<file path="src/rtl/stall_control_unit_if.sv">
// Data-memory access handshake between the stall controller (master) and data memory (slave).
// mem_req_i is a level request from the MEM stage. dmem_start_o is a one-cycle start pulse. dmem_ack_i is a one-cycle completion pulse.
interface stall_control_unit_if;
    logic mem_req_i;
    logic dmem_ack_i;
    logic dmem_start_o;

    modport master (
        input  mem_req_i,
        input  dmem_ack_i,
        output dmem_start_o
    );

    modport slave (
        output mem_req_i,
        output dmem_ack_i,
        input  dmem_start_o
    );
endinterface

</file>
<file path="src/rtl/stall_control_unit.sv">
// Hazard and stall controller: handles load-use bubbles, taken-branch IF flushes and multi-cycle data-memory waits.
// State and counters are registered. Pipeline controls are combinational from state and inputs.
module stall_control_unit #(
    parameter int CNT_W    = 16,
    parameter int WAIT_MAX = 255
) (
    input  logic                 clk_i,
    input  logic                 rst_i,
    input  logic [4:0]           IF_ID_RSaddr_i,
    input  logic [4:0]           IF_ID_RTaddr_i,
    input  logic [4:0]           ID_EX_RTaddr_i,
    input  logic                 ID_EX_MemRead_i,
    input  logic                 branch_taken_i,
    stall_control_unit_if.master dmem,
    output logic                 PC_write_o,
    output logic                 IF_ID_write_o,
    output logic                 ID_EX_bubble_o,
    output logic                 IF_ID_flush_o,
    output logic                 pipe_hold_o,
    output logic [CNT_W-1:0]     stall_cnt_o,
    output logic [CNT_W-1:0]     flush_cnt_o,
    output logic                 mem_err_o,
    output logic [1:0]           dbg_state_o
);
    localparam int WW = $clog2(WAIT_MAX + 2);

    typedef enum logic [1:0] {
        ST_RUN  = 2'd0,
        ST_WAIT = 2'd1,
        ST_DONE = 2'd2
    } state_t;

    state_t           r_state;
    logic [WW-1:0]    r_wait_cnt;
    logic [CNT_W-1:0] r_stall_cnt;
    logic [CNT_W-1:0] r_flush_cnt;
    logic             r_mem_err;

    logic w_lu;
    logic w_start;
    logic w_pc_write;
    logic w_if_id_write;
    logic w_bubble;
    logic w_flush;
    logic w_hold;

    assign w_lu = ID_EX_MemRead_i && (ID_EX_RTaddr_i != 5'd0) &&
                  ((ID_EX_RTaddr_i == IF_ID_RSaddr_i) || (ID_EX_RTaddr_i == IF_ID_RTaddr_i));

    // In DONE, mem_req_i is ignored because it still reflects the access that has just completed.
    always_comb begin
        w_start       = 1'b0;
        w_pc_write    = 1'b0;
        w_if_id_write = 1'b0;
        w_bubble      = 1'b0;
        w_flush       = 1'b0;
        w_hold        = 1'b0;
        if (rst_i) begin
            case (r_state)
                ST_RUN, ST_DONE: begin
                    if (r_state == ST_RUN && dmem.mem_req_i) begin
                        w_start = 1'b1;
                        w_hold  = 1'b1;
                    end else if (w_lu) begin
                        w_bubble = 1'b1;
                    end else if (branch_taken_i) begin
                        w_flush       = 1'b1;
                        w_pc_write    = 1'b1;
                        w_if_id_write = 1'b1;
                    end else begin
                        w_pc_write    = 1'b1;
                        w_if_id_write = 1'b1;
                    end
                end
                ST_WAIT: w_hold = 1'b1;
                default: ;
            endcase
        end
    end

    always_ff @(posedge clk_i or negedge rst_i) begin
        if (!rst_i) begin
            r_state     <= ST_RUN;
            r_wait_cnt  <= '0;
            r_stall_cnt <= '0;
            r_flush_cnt <= '0;
            r_mem_err   <= 1'b0;
        end else begin
            if (!w_pc_write && !(&r_stall_cnt))
                r_stall_cnt <= r_stall_cnt + CNT_W'(1);
            if (w_flush && !(&r_flush_cnt))
                r_flush_cnt <= r_flush_cnt + CNT_W'(1);
            case (r_state)
                ST_RUN: begin
                    if (dmem.mem_req_i) begin
                        r_state    <= ST_WAIT;
                        r_wait_cnt <= '0;
                    end
                end
                ST_WAIT: begin
                    // The wait counter stops at WAIT_MAX+1, so the timeout stays flagged without wrapping.
                    if (r_wait_cnt <= WW'(WAIT_MAX))
                        r_wait_cnt <= r_wait_cnt + WW'(1);
                    if (r_wait_cnt == WW'(WAIT_MAX))
                        r_mem_err <= 1'b1;
                    if (dmem.dmem_ack_i)
                        r_state <= ST_DONE;
                end
                ST_DONE: r_state <= ST_RUN;
                default: r_state <= ST_RUN;
            endcase
        end
    end

    assign dmem.dmem_start_o = w_start;
    assign PC_write_o        = w_pc_write;
    assign IF_ID_write_o     = w_if_id_write;
    assign ID_EX_bubble_o    = w_bubble;
    assign IF_ID_flush_o     = w_flush;
    assign pipe_hold_o       = w_hold;
    assign stall_cnt_o       = r_stall_cnt;
    assign flush_cnt_o       = r_flush_cnt;
    assign mem_err_o         = r_mem_err;
    assign dbg_state_o       = r_state;
endmodule
</file>
<file path="src/flat_wrapper.sv">
// flat-port wrapper written by rule: the top's interface ports become plain ports
module stall_control_unit_flat 
#(
    parameter int CNT_W    = 16,
    parameter int WAIT_MAX = 255
)
  (clk_i, rst_i, IF_ID_RSaddr_i, IF_ID_RTaddr_i, ID_EX_RTaddr_i, ID_EX_MemRead_i, branch_taken_i, PC_write_o, IF_ID_write_o, ID_EX_bubble_o, IF_ID_flush_o, pipe_hold_o, stall_cnt_o, flush_cnt_o, mem_err_o, dbg_state_o, dmem_mem_req_i, dmem_dmem_ack_i, dmem_dmem_start_o);
  stall_control_unit_if dmem_i ();
  input  logic clk_i;
  input  logic rst_i;
  input  logic [4:0] IF_ID_RSaddr_i;
  input  logic [4:0] IF_ID_RTaddr_i;
  input  logic [4:0] ID_EX_RTaddr_i;
  input  logic ID_EX_MemRead_i;
  input  logic branch_taken_i;
  output logic PC_write_o;
  output logic IF_ID_write_o;
  output logic ID_EX_bubble_o;
  output logic IF_ID_flush_o;
  output logic pipe_hold_o;
  output logic [CNT_W-1:0] stall_cnt_o;
  output logic [CNT_W-1:0] flush_cnt_o;
  output logic mem_err_o;
  output logic [1:0] dbg_state_o;
  input wire logic [$bits(dmem_i.mem_req_i)-1:0] dmem_mem_req_i;
  input wire logic [$bits(dmem_i.dmem_ack_i)-1:0] dmem_dmem_ack_i;
  output wire logic [$bits(dmem_i.dmem_start_o)-1:0] dmem_dmem_start_o;
  assign dmem_i.mem_req_i = dmem_mem_req_i;
  assign dmem_i.dmem_ack_i = dmem_dmem_ack_i;
  assign dmem_dmem_start_o = dmem_i.dmem_start_o;
  stall_control_unit #(.CNT_W(CNT_W), .WAIT_MAX(WAIT_MAX)) u_core (.clk_i(clk_i), .rst_i(rst_i), .IF_ID_RSaddr_i(IF_ID_RSaddr_i), .IF_ID_RTaddr_i(IF_ID_RTaddr_i), .ID_EX_RTaddr_i(ID_EX_RTaddr_i), .ID_EX_MemRead_i(ID_EX_MemRead_i), .branch_taken_i(branch_taken_i), .dmem(dmem_i), .PC_write_o(PC_write_o), .IF_ID_write_o(IF_ID_write_o), .ID_EX_bubble_o(ID_EX_bubble_o), .IF_ID_flush_o(IF_ID_flush_o), .pipe_hold_o(pipe_hold_o), .stall_cnt_o(stall_cnt_o), .flush_cnt_o(flush_cnt_o), .mem_err_o(mem_err_o), .dbg_state_o(dbg_state_o));
endmodule
</file>
<file path="config.mk">
export PLATFORM = sky130hd
export DESIGN_NAME = stall_control_unit_flat
export DESIGN_NICKNAME = d
export VERILOG_FILES = /design/src/rtl/stall_control_unit_if.sv /design/src/rtl/stall_control_unit.sv /design/src/flat_wrapper.sv
export SDC_FILE = /design/constraint.sdc
export NUM_CORES = 1
export LEC_CHECK = 0
export ABC_AREA = 0
export CORE_MARGIN = 5
export CORE_UTILIZATION = 45
export CTS_CLUSTER_DIAMETER = 80
export CTS_CLUSTER_SIZE = 8
export DETAILED_ROUTE_END_ITERATION = 10
export HOLD_SLACK_MARGIN = 0.12
export PLACE_DENSITY = 0.76
export SLEW_MARGIN = 20
export SYNTH_ARGS = -nofsm -noshare
export SYNTH_HDL_FRONTEND = slang
export SYNTH_SLANG_ARGS = --single-unit
</file>
<file path="constraint.sdc">
create_clock -name clk_i -period 2.4 [get_ports clk_i]
set_clock_uncertainty 0.05 [all_clocks]
set_input_delay 0.36 -clock clk_i [delete_from_list [all_inputs] [get_ports clk_i]]
set_output_delay 0.36 -clock clk_i [all_outputs]
set_load 0.01 [all_outputs]
</file>
[Word level (Yosys, flattened, before mapping)]
Index checks and enable logic that the tools add are counted.
Cells by class
  add/subtract/negate cells: 3
  magnitude comparators: 1
  equality and inequality tests: 8
  reduce and logical (&&, ||, !) cells: 18
  multiplexer cells: 24
Operators by type and width (number)
  $add A16 B1 Y16 const B: 2
  $reduce_and A16 Y1: 2
  $mux W9: 2
  $pmux W9 S2: 1
  $mux W1: 17
  $eq A5 B5 Y1: 2
  $add A9 B1 Y9 const B: 1
  $eq A9 B8 Y1 const B: 1
  $le A9 B8 Y1 const B: 1
  $logic_and A1 B1 Y1: 5
  $reduce_bool A5 Y1: 1
  $mux W2: 2
  $ne A2 B2 Y1 const B: 2
  $pmux W2 S2: 1
  $reduce_and A2 Y1: 2
  $logic_not A1 Y1: 3
  $reduce_and A3 Y1: 1
  $eq A2 B1 Y1 const B: 1
  $eq A2 B2 Y1 const B: 1
  $logic_not A2 Y1: 1
  $ne A2 B1 Y1 const B: 1
  $pmux W1 S2: 1
  $reduce_bool A2 Y1: 1
  $reduce_or A2 Y1: 1
  $logic_or A1 B1 Y1: 1
Word-level totals
  flip-flop bits (word level): 44
  word-level logic and storage cells: 59
  input bits: 21
  output and inout bits: 41

[Logic depth before layout (Yosys ltp)]
Gate-level depths: netlist of the first run.
  word-level depth: 9
  mapped depth: 8
  depth with buffers taken out: 8

[Worst setup path after synthesis of the first run]
No wires, ideal clock.
  kind: in2reg
  from: in ID_EX_RTaddr_i[0]
  to: reg u_core.r_flush_cnt[1] (netlist: u_core.flush_cnt_o[1])
  slack: 0.495 ns
  required time: 2.222 ns
  cell stages on the path: 6
  buffers on the path: 0
  data arrival time: 1.728 ns
  setup time: 0.128 ns
  cell sequence: or4_4 o21ai_4 o21ai_4 inv_2 nand3_1 mux2_1
Between the ends
  longest elaborated chain between the ends: 8
  elaborated cells between the ends (all ways): 11
  those cells by class: 2 x eq/ne; 4 x mux; 5 x reduce/logical
Ends and longest elaborated chain
  from (decl): RTL line flat_wrapper.sv:13  | input logic [4:0] ID_EX_RTaddr_i;
  $eq A5 B5 Y1 or $reduce_bool A5 Y1 (tied branches): RTL line stall_control_unit.sv:48, stall_control_unit.sv:47
  $logic_or A1 B1 Y1 or $logic_and A1 B1 Y1 (tied branches): RTL line stall_control_unit.sv:48, stall_control_unit.sv:47
  $logic_and A1 B1 Y1 *: RTL line stall_control_unit.sv:47  | assign w_lu = ID_EX_MemRead_i && (ID_EX_RTaddr_i != 5'd0) &&
  $mux W1 *: RTL line stall_control_unit.sv:64  | end else if (w_lu) begin
  $mux W1 *: RTL line stall_control_unit.sv:61  | if (r_state == ST_RUN && dmem.mem_req_i) begin
  $mux W1 *: RTL line stall_control_unit.sv:59  | case (r_state)
  $mux W1 *: RTL line stall_control_unit.sv:58  | if (rst_i) begin
  $logic_and A1 B1 Y1 *: RTL line stall_control_unit.sv:91  | if (w_flush && !(&r_flush_cnt))
  to (signal assigned): RTL line stall_control_unit.sv:92  | r_flush_cnt <= r_flush_cnt + CNT_W'(1);
  to (decl): RTL line stall_control_unit.sv:36  | logic [CNT_W-1:0] r_flush_cnt;
Mark *: on every way between the ends. The rest lies on a longest branch, timed or not.
A chain may end at the register's enable or synchronous reset.

[Final worst setup path of the first run]
  from: in IF_ID_RTaddr_i[3]
  to: out IF_ID_write_o
Between the ends
  longest elaborated chain between the ends: 7
Ends and longest elaborated chain
  from (decl): RTL line flat_wrapper.sv:12  | input logic [4:0] IF_ID_RTaddr_i;
  $eq A5 B5 Y1: RTL line stall_control_unit.sv:48  | ((ID_EX_RTaddr_i == IF_ID_RSaddr_i) || (ID_EX_RTaddr_i == IF_ID_RTaddr_i));
  $logic_or A1 B1 Y1: RTL line stall_control_unit.sv:48
  $logic_and A1 B1 Y1: RTL line stall_control_unit.sv:47
  $mux W1: RTL line stall_control_unit.sv:64
  $mux W1: RTL line stall_control_unit.sv:61
  $mux W1: RTL line stall_control_unit.sv:59
  $mux W1: RTL line stall_control_unit.sv:58
  to (decl): RTL line flat_wrapper.sv:17  | output logic IF_ID_write_o;
No other way between the ends.

==> results_dict.tcl, run 1 <==
set metrics [dict create \
    routedWlPerCell_um 13.6 \
    dp_hpwl_um 4060 \
    slowest_delay_ns 0.42 \
    first_iter_violations 85 \
    yosys-top-cells-area "dfrtp_1 (46%), xor2_1 (8.9%), xnor2_1 (5.5%)" \
    routed-wl-met3_um 385 \
    yosys.area.top_type "dfrtp_1" \
    tritoncts "done" \
    hold_ws_ns 0.417 \
    syn-num-nets 261 \
    ctsRootBufferMaster "clkbuf_8" \
    cp.arrival_ns 1.88 \
    cts.sinks 44 \
    finalCritPeriodShare_pct 95.3 \
    pin_count 62 \
    synth_edf_count 0 \
    fin_crit_ns 2.29 \
    maxUsedRoutingLayer "met4" \
    worst_path_max_delay_cell "clkdlybuf4s50_1" \
    required_ns 1.99 \
    syn_inst 236 \
    powerDensity_nw_per_um2 735 \
    hp-class "register to register" \
    maxCapViolCount 0 \
    grt.total_usage_pct 17.2 \
    cp_max_fo 3 \
    clk_path_buf_depth 2 \
    die_h_um 82.6 \
    synth_area_per_cell_um2 10.1 \
    via_count 2020 \
    grt_max_degree 40 \
    rsz0062_at_grt "false" \
    worst_pin_slew_ns 0.497 \
    p_leak_nw 1.48 \
    antenna_found_initial 0 \
    clk_latency_ns 0.29 \
    syn2layout_area_growth_pct 37.5 \
    layout-drive-gt1-share_pct 12.7 \
    slew_headroom_pct 66.9 \
    dr_wl_met2_um 2450 \
    p_switching_uw 765 \
    vias_per_cell 5.23 \
    drcViolationCount 0 \
    p_clk_share_pct 23.0 \
    seq_power_share_pct 42.8 \
    cpLargestDelayFamily "buffers and inverters" \
    yosysMostFrequentCell "dfrtp_1" \
    place_congestion 0.869 \
    htreeDepth 2 \
    clk_pin_slew_ns 0.08 \
    antenna_left 0 \
    critPathBufInv 4 \
    finalMaxSlewViolations 0 \
    total_power_mw 2.40 \
    synthArstFlopShare_pct 100 \
    rows 26 \
    met1_length_um 2330 \
    startpoint_type "primary input" \
    firstDrtPassIters 4 \
    cts_buffers 5 \
    crit_path_end_kind "output port" \
    max-vdd-ir-drop_mv 0.575 \
    core_region_area_um2 5110 \
    rrSetupSlack_ns 0.28 \
    die_x_um 82.6 \
    ys_seq_area_share_pct 46.4 \
    status "completed" \
    fmax_ghz 0.437 \
    start_util_pct 46.5 \
    diodes 0 \
    synth_area_um2 2370 \
    finalSetupViolCount 0 \
    nets 340 \
    die_area_um2 6830 \
    pwr-share-comb_pct 34.1 \
    synth_flop_cell "dfrtp_1" \
    grt_overflow 0 \
    final-hold-violation-count 0 \
    wirelength_um 5240 \
    synth_top_area_share_pct 46.4 \
    synth_seq_cells 44 \
    switching_share_pct 31.9 \
    p_int_mw 1.64 \
    portBuffers 61 \
    grt_pass1_wl_um 9000 \
    grt_pass1_vias 1985 \
    criticalPathCategory "primary input to output port" \
    ys_top_cells_by_count "dfrtp_1 (44), xor2_1 (24), nand3_1 (21), nor2_1 (19), and3_1 (16)" \
    yosysUniqueCellTypes 41 \
    worstPathCellList "clkdlybuf4s50_1 -> xor2_1 -> nor3_2 -> a22oi_2 -> o21ai_4 -> inv_2 -> buf_4 -> dlygate4sd2_1" \
    tns_ns 0 \
    post_cts_buffers 0 \
    yosys_warnings 0 \
]
==> cell families after synthesis <==
family / share of synthesized area [%]
and+or+nand+nor: 25.0
DFF: 46.4
AOI/OAI and AO/OA: 7.38
xor gates and xnor gates: 14.4
adders and majority gates: 2.11
muxes: 1.84
buffers and inverters: 2.90
==> flip-flops by register name, indices dropped and copies added, names as in the netlist <==
register / count
u_core.stall_cnt_o: 16
u_core.flush_cnt_o: 16
u_core.dbg_state_o: 2
u_core.r_wait_cnt: 9
u_core.mem_err_o: 1
==> through the flow <==
| step | area [µm²] | instances | setup slack, ns | utilization, % |
|---|---|---|---|---|
| after floorplan | 2370 | 236 | 0.495 | - |
| after global placement | 3150 | 377 | -0.362 | 61.6 |
| after detailed placement | 3150 | 377 | -0.397 | 61.6 |
| after CTS | 3260 | 386 | 0.0355 | 63.9 |
| after global routing | 3270 | 386 | 0.00906 | 63.9 |
| final | 3270 | 386 | 0.114 | 63.9 |
==> metal layers <==
metal / up-vias / GRT usage (%)
met5: - / 0
met4: 0 / 6.05
met3: 4 / 4.12
met2: 61 / 28.1
met1: 961 / 22.3
li1: 994 / -
==> power by group through the flow <==
stage / Clock [mW] / Combinational, mW / Sequential, mW
after global routing: 0.610 / 0.910 / 1.06
after detailed placement: 0 / 0.833 / 1.04
final: 0.553 / 0.819 / 1.03
after floorplan: 0 / 0.366 / 1.07
after CTS: 0.573 / 0.831 / 1.03
after global placement: 0 / 0.819 / 1.04
==> cell type report <==
class	count	area, µm²
Fill cell	432	1840
Multi-Input combinational cell	177	1210
Sequential cell	44	1100
Timing Repair Buffer	76	713
Tap cell	70	87.6
Clock buffer	6	72.6
Inverter	11	41.3
Clock inverter	2	35.0
==> cells in the final DEF, fill, tap and decap left out, drive strengths merged, types with 4 or more instances in the layout <==
| cell | instances |
|---|---|
| nand2 | 16 |
| nor4 | 9 |
| nor2 | 19 |
| inv | 11 |
| xor2 | 24 |
| a21oi | 5 |
| nand4 | 10 |
| nand3 | 21 |
| xnor2 | 15 |
| o21ai | 4 |
| buf | 16 |
| ha | 4 |
| dfrtp | 44 |
| and3 | 16 |
| nor3 | 5 |
| clkbuf | 6 |
| clkdlybuf4s50 | 51 |
| dlygate4sd2 | 5 |
==> worst paths after layout <==
kind | from | end | cells past startpoint
max in group asynchronous | rst_i | u_core.stall_cnt_o[7] | 4
max reg2reg | u_core.r_wait_cnt[0] | u_core.r_wait_cnt[7] | 8
min reg2reg | u_core.mem_err_o | u_core.mem_err_o | 1
min | u_core.mem_err_o | u_core.mem_err_o | 1
min in group asynchronous | rst_i | u_core.dbg_state_o[1] | 3
max | IF_ID_RTaddr_i[3] | IF_ID_write_o | 8
==> what timing repair did <==
action / in CTS / in global routing
resized for setup: 14 / 3
hold buffers: 1 / 0
pin swaps: 1 / 1
cloned: 0 / 0
setup endpoints to repair: 4 / 4
endpoints found under the hold margin: 5 / 0
No activity file was read; power rests on OpenSTA's default activity.
==> inputs of run 2 (changes only) <==
--- a/constraint.sdc
+++ b/constraint.sdc
@@ -4,2 +4,2 @@
 set_output_delay 0.36 -clock clk_i [all_outputs]
-set_load 0.01 [all_outputs]
+set_load 0.05 [all_outputs]
==> run 2 against run 1 <==
Count of clock-buffer cells in the layout unchanged. Flip-flop and latch count unchanged. Cell count decreased by 1.0%. First-iteration DRC count increased by 26%. Utilization about the same. Combinational power increased by 44%. Critical path depth decreased by 1. Worst hold slack got worse by 0.022 ns. Worst setup slack got worse by 0.028 ns.
==> results_dict.tcl, run 2 (same netlist as run 1, synthesis figures left out) <==
set metrics [dict create \
    hp-class "primary input to async pin" \
    grt_max_degree 39 \
    p_leak_nw 1.46 \
    vias_per_cell 5.26 \
    die_h_um 82.6 \
    clk_path_buf_depth 2 \
    critPathBufInv 2 \
    via_count 2010 \
    fin_crit_ns 2.31 \
    antenna_left 0 \
    nets 336 \
    firstDrtPassIters 4 \
    start_util_pct 46.5 \
    diodes 0 \
    crit_path_end_kind "output port" \
    dpl_cell_area_um2 3150 \
    core_region_area_um2 5110 \
    portBuffers 61 \
    final_cell_mix "clkdlybuf4s50_1 (50), dfrtp_1 (44), xor2_1 (24)" \
    rsz0062_at_grt "false" \
    cp.arrival_ns 1.90 \
    grt_pass1_vias 1996 \
    layout_setup_ws_ns 0.0861 \
    required_ns 1.99 \
    dp_hpwl_um 3970 \
    pin_count 62 \
    tritoncts "done" \
    die_x_um 82.6 \
    status "completed" \
    multi_input_area_um2 1220 \
    die_area_um2 6830 \
    first_iter_violations 107 \
    cts.sinks 44 \
    tns_ns 0 \
    slowest_delay_ns 0.41 \
    grt.total_usage_pct 16.5 \
    cpLargestDelayFamily "simple AND/OR/NAND/NOR gates" \
    post-route-util_pct 63.9 \
    rows 26 \
    slew_headroom_pct 65.9 \
    fin_area_um2 3260 \
    wirelength_um 5220 \
    ctsRootBufferMaster "clkbuf_8" \
    fmax_ghz 0.432 \
    startpoint_type "primary input" \
    htreeDepth 2 \
    antenna_found_initial 0 \
    clk_latency_ns 0.29 \
    cp_max_fo 2 \
    placement.setup.worst_slack_ns -0.123 \
    finalMaxSlewViolations 0 \
    routedWlPerCell_um 13.7 \
    post_cts_buffers 0 \
    fin_cells 382 \
    layout-drive-gt1-share_pct 13.1 \
    final_common_cell "clkdlybuf4s50_1" \
    hold_ws_ns 0.395 \
    clk_pin_slew_ns 0.08 \
    place_congestion 0.881 \
    grt_overflow 0 \
    placed_cells 373 \
    grt_pass1_wl_um 8740 \
    cts_buffers 5 \
    total_power_mw 2.70 \
    criticalPathCategory "primary input to output port" \
    num-fill-cells 438 \
    final-hold-violation-count 0 \
    worstPathCellList "clkdlybuf4s50_1 -> xor2_1 -> nor3_1 -> a22oi_2 -> or2_2 -> nor2_4 -> buf_12" \
    worst_path_max_delay_cell "clkdlybuf4s50_1" \
    drcViolationCount 0 \
    finalCritPeriodShare_pct 96.4 \
    powerDensity_nw_per_um2 828 \
    finalSetupViolCount 0 \
    syn2layout_area_growth_pct 37.5 \
    max-vdd-ir-drop_mv 0.761 \
    maxCapViolCount 0 \
    worst_pin_slew_ns 0.510 \
    seq_area_um2 1100 \
]
==> run 2: path summary, 6_finish.rpt <==
| check | end | cells past startpoint | slack (ns) | start |
|---|---|---|---|---|
| setup / recovery | ID_EX_bubble_o | 7 | 0.09 | IF_ID_RTaddr_i[3] |
| hold / removal | u_core.dbg_state_o[1] | 2 | 0.39 | rst_i |
| setup reg to reg | u_core.r_wait_cnt[5] | 8 | 0.30 | u_core.r_wait_cnt[0] |
| hold reg to reg | u_core.mem_err_o | 1 | 0.41 | u_core.mem_err_o |
| max in group asynchronous | u_core.flush_cnt_o[1] | 3 | 1.17 | rst_i |
| min in group clk_i | u_core.mem_err_o | 1 | 0.41 | u_core.mem_err_o |
==> run 2: layer usage <==
layer	wire [µm]	GRT usage, %	vias up
met5	0	0	-
met4	48	6.37	0
met3	391	3.69	5
met2	2420	27.8	74
met1	2350	20.5	946
li1	-	-	985
==> run 2: layout make-up <==
class	instances	area share (%)
Clock inverter	2	0.307
Sequential cell	44	33.7
Clock buffer	6	2.53
Multi-Input combinational cell	177	37.3
Inverter	11	1.26
Timing Repair Buffer	72	22.2
Tap cell	70	2.68
==> run 2: timing repair <==
action	4_1_cts	5_1_grt
gates resized for setup	7	1
hold buffers	1	0
hold endpoints to repair	6	0
pin swaps	1	1
setup endpoints to repair	4	4
==> run 2: where the power goes <==
| part | total [mW] | switching [mW] | internal (mW) |
|---|---|---|---|
| registers | 1.04 | 0.169 | 0.875 |
| logic | 1.18 | 0.729 | 0.454 |
| clock network | 0.475 | 0.245 | 0.230 |
==> inputs of run 3 (changes only) <==
- HOLD_SLACK_MARGIN: 0.12 -> 0.15
==> results of run 3 <==
Final layout, timing and power as in run 2 (identical DEF).
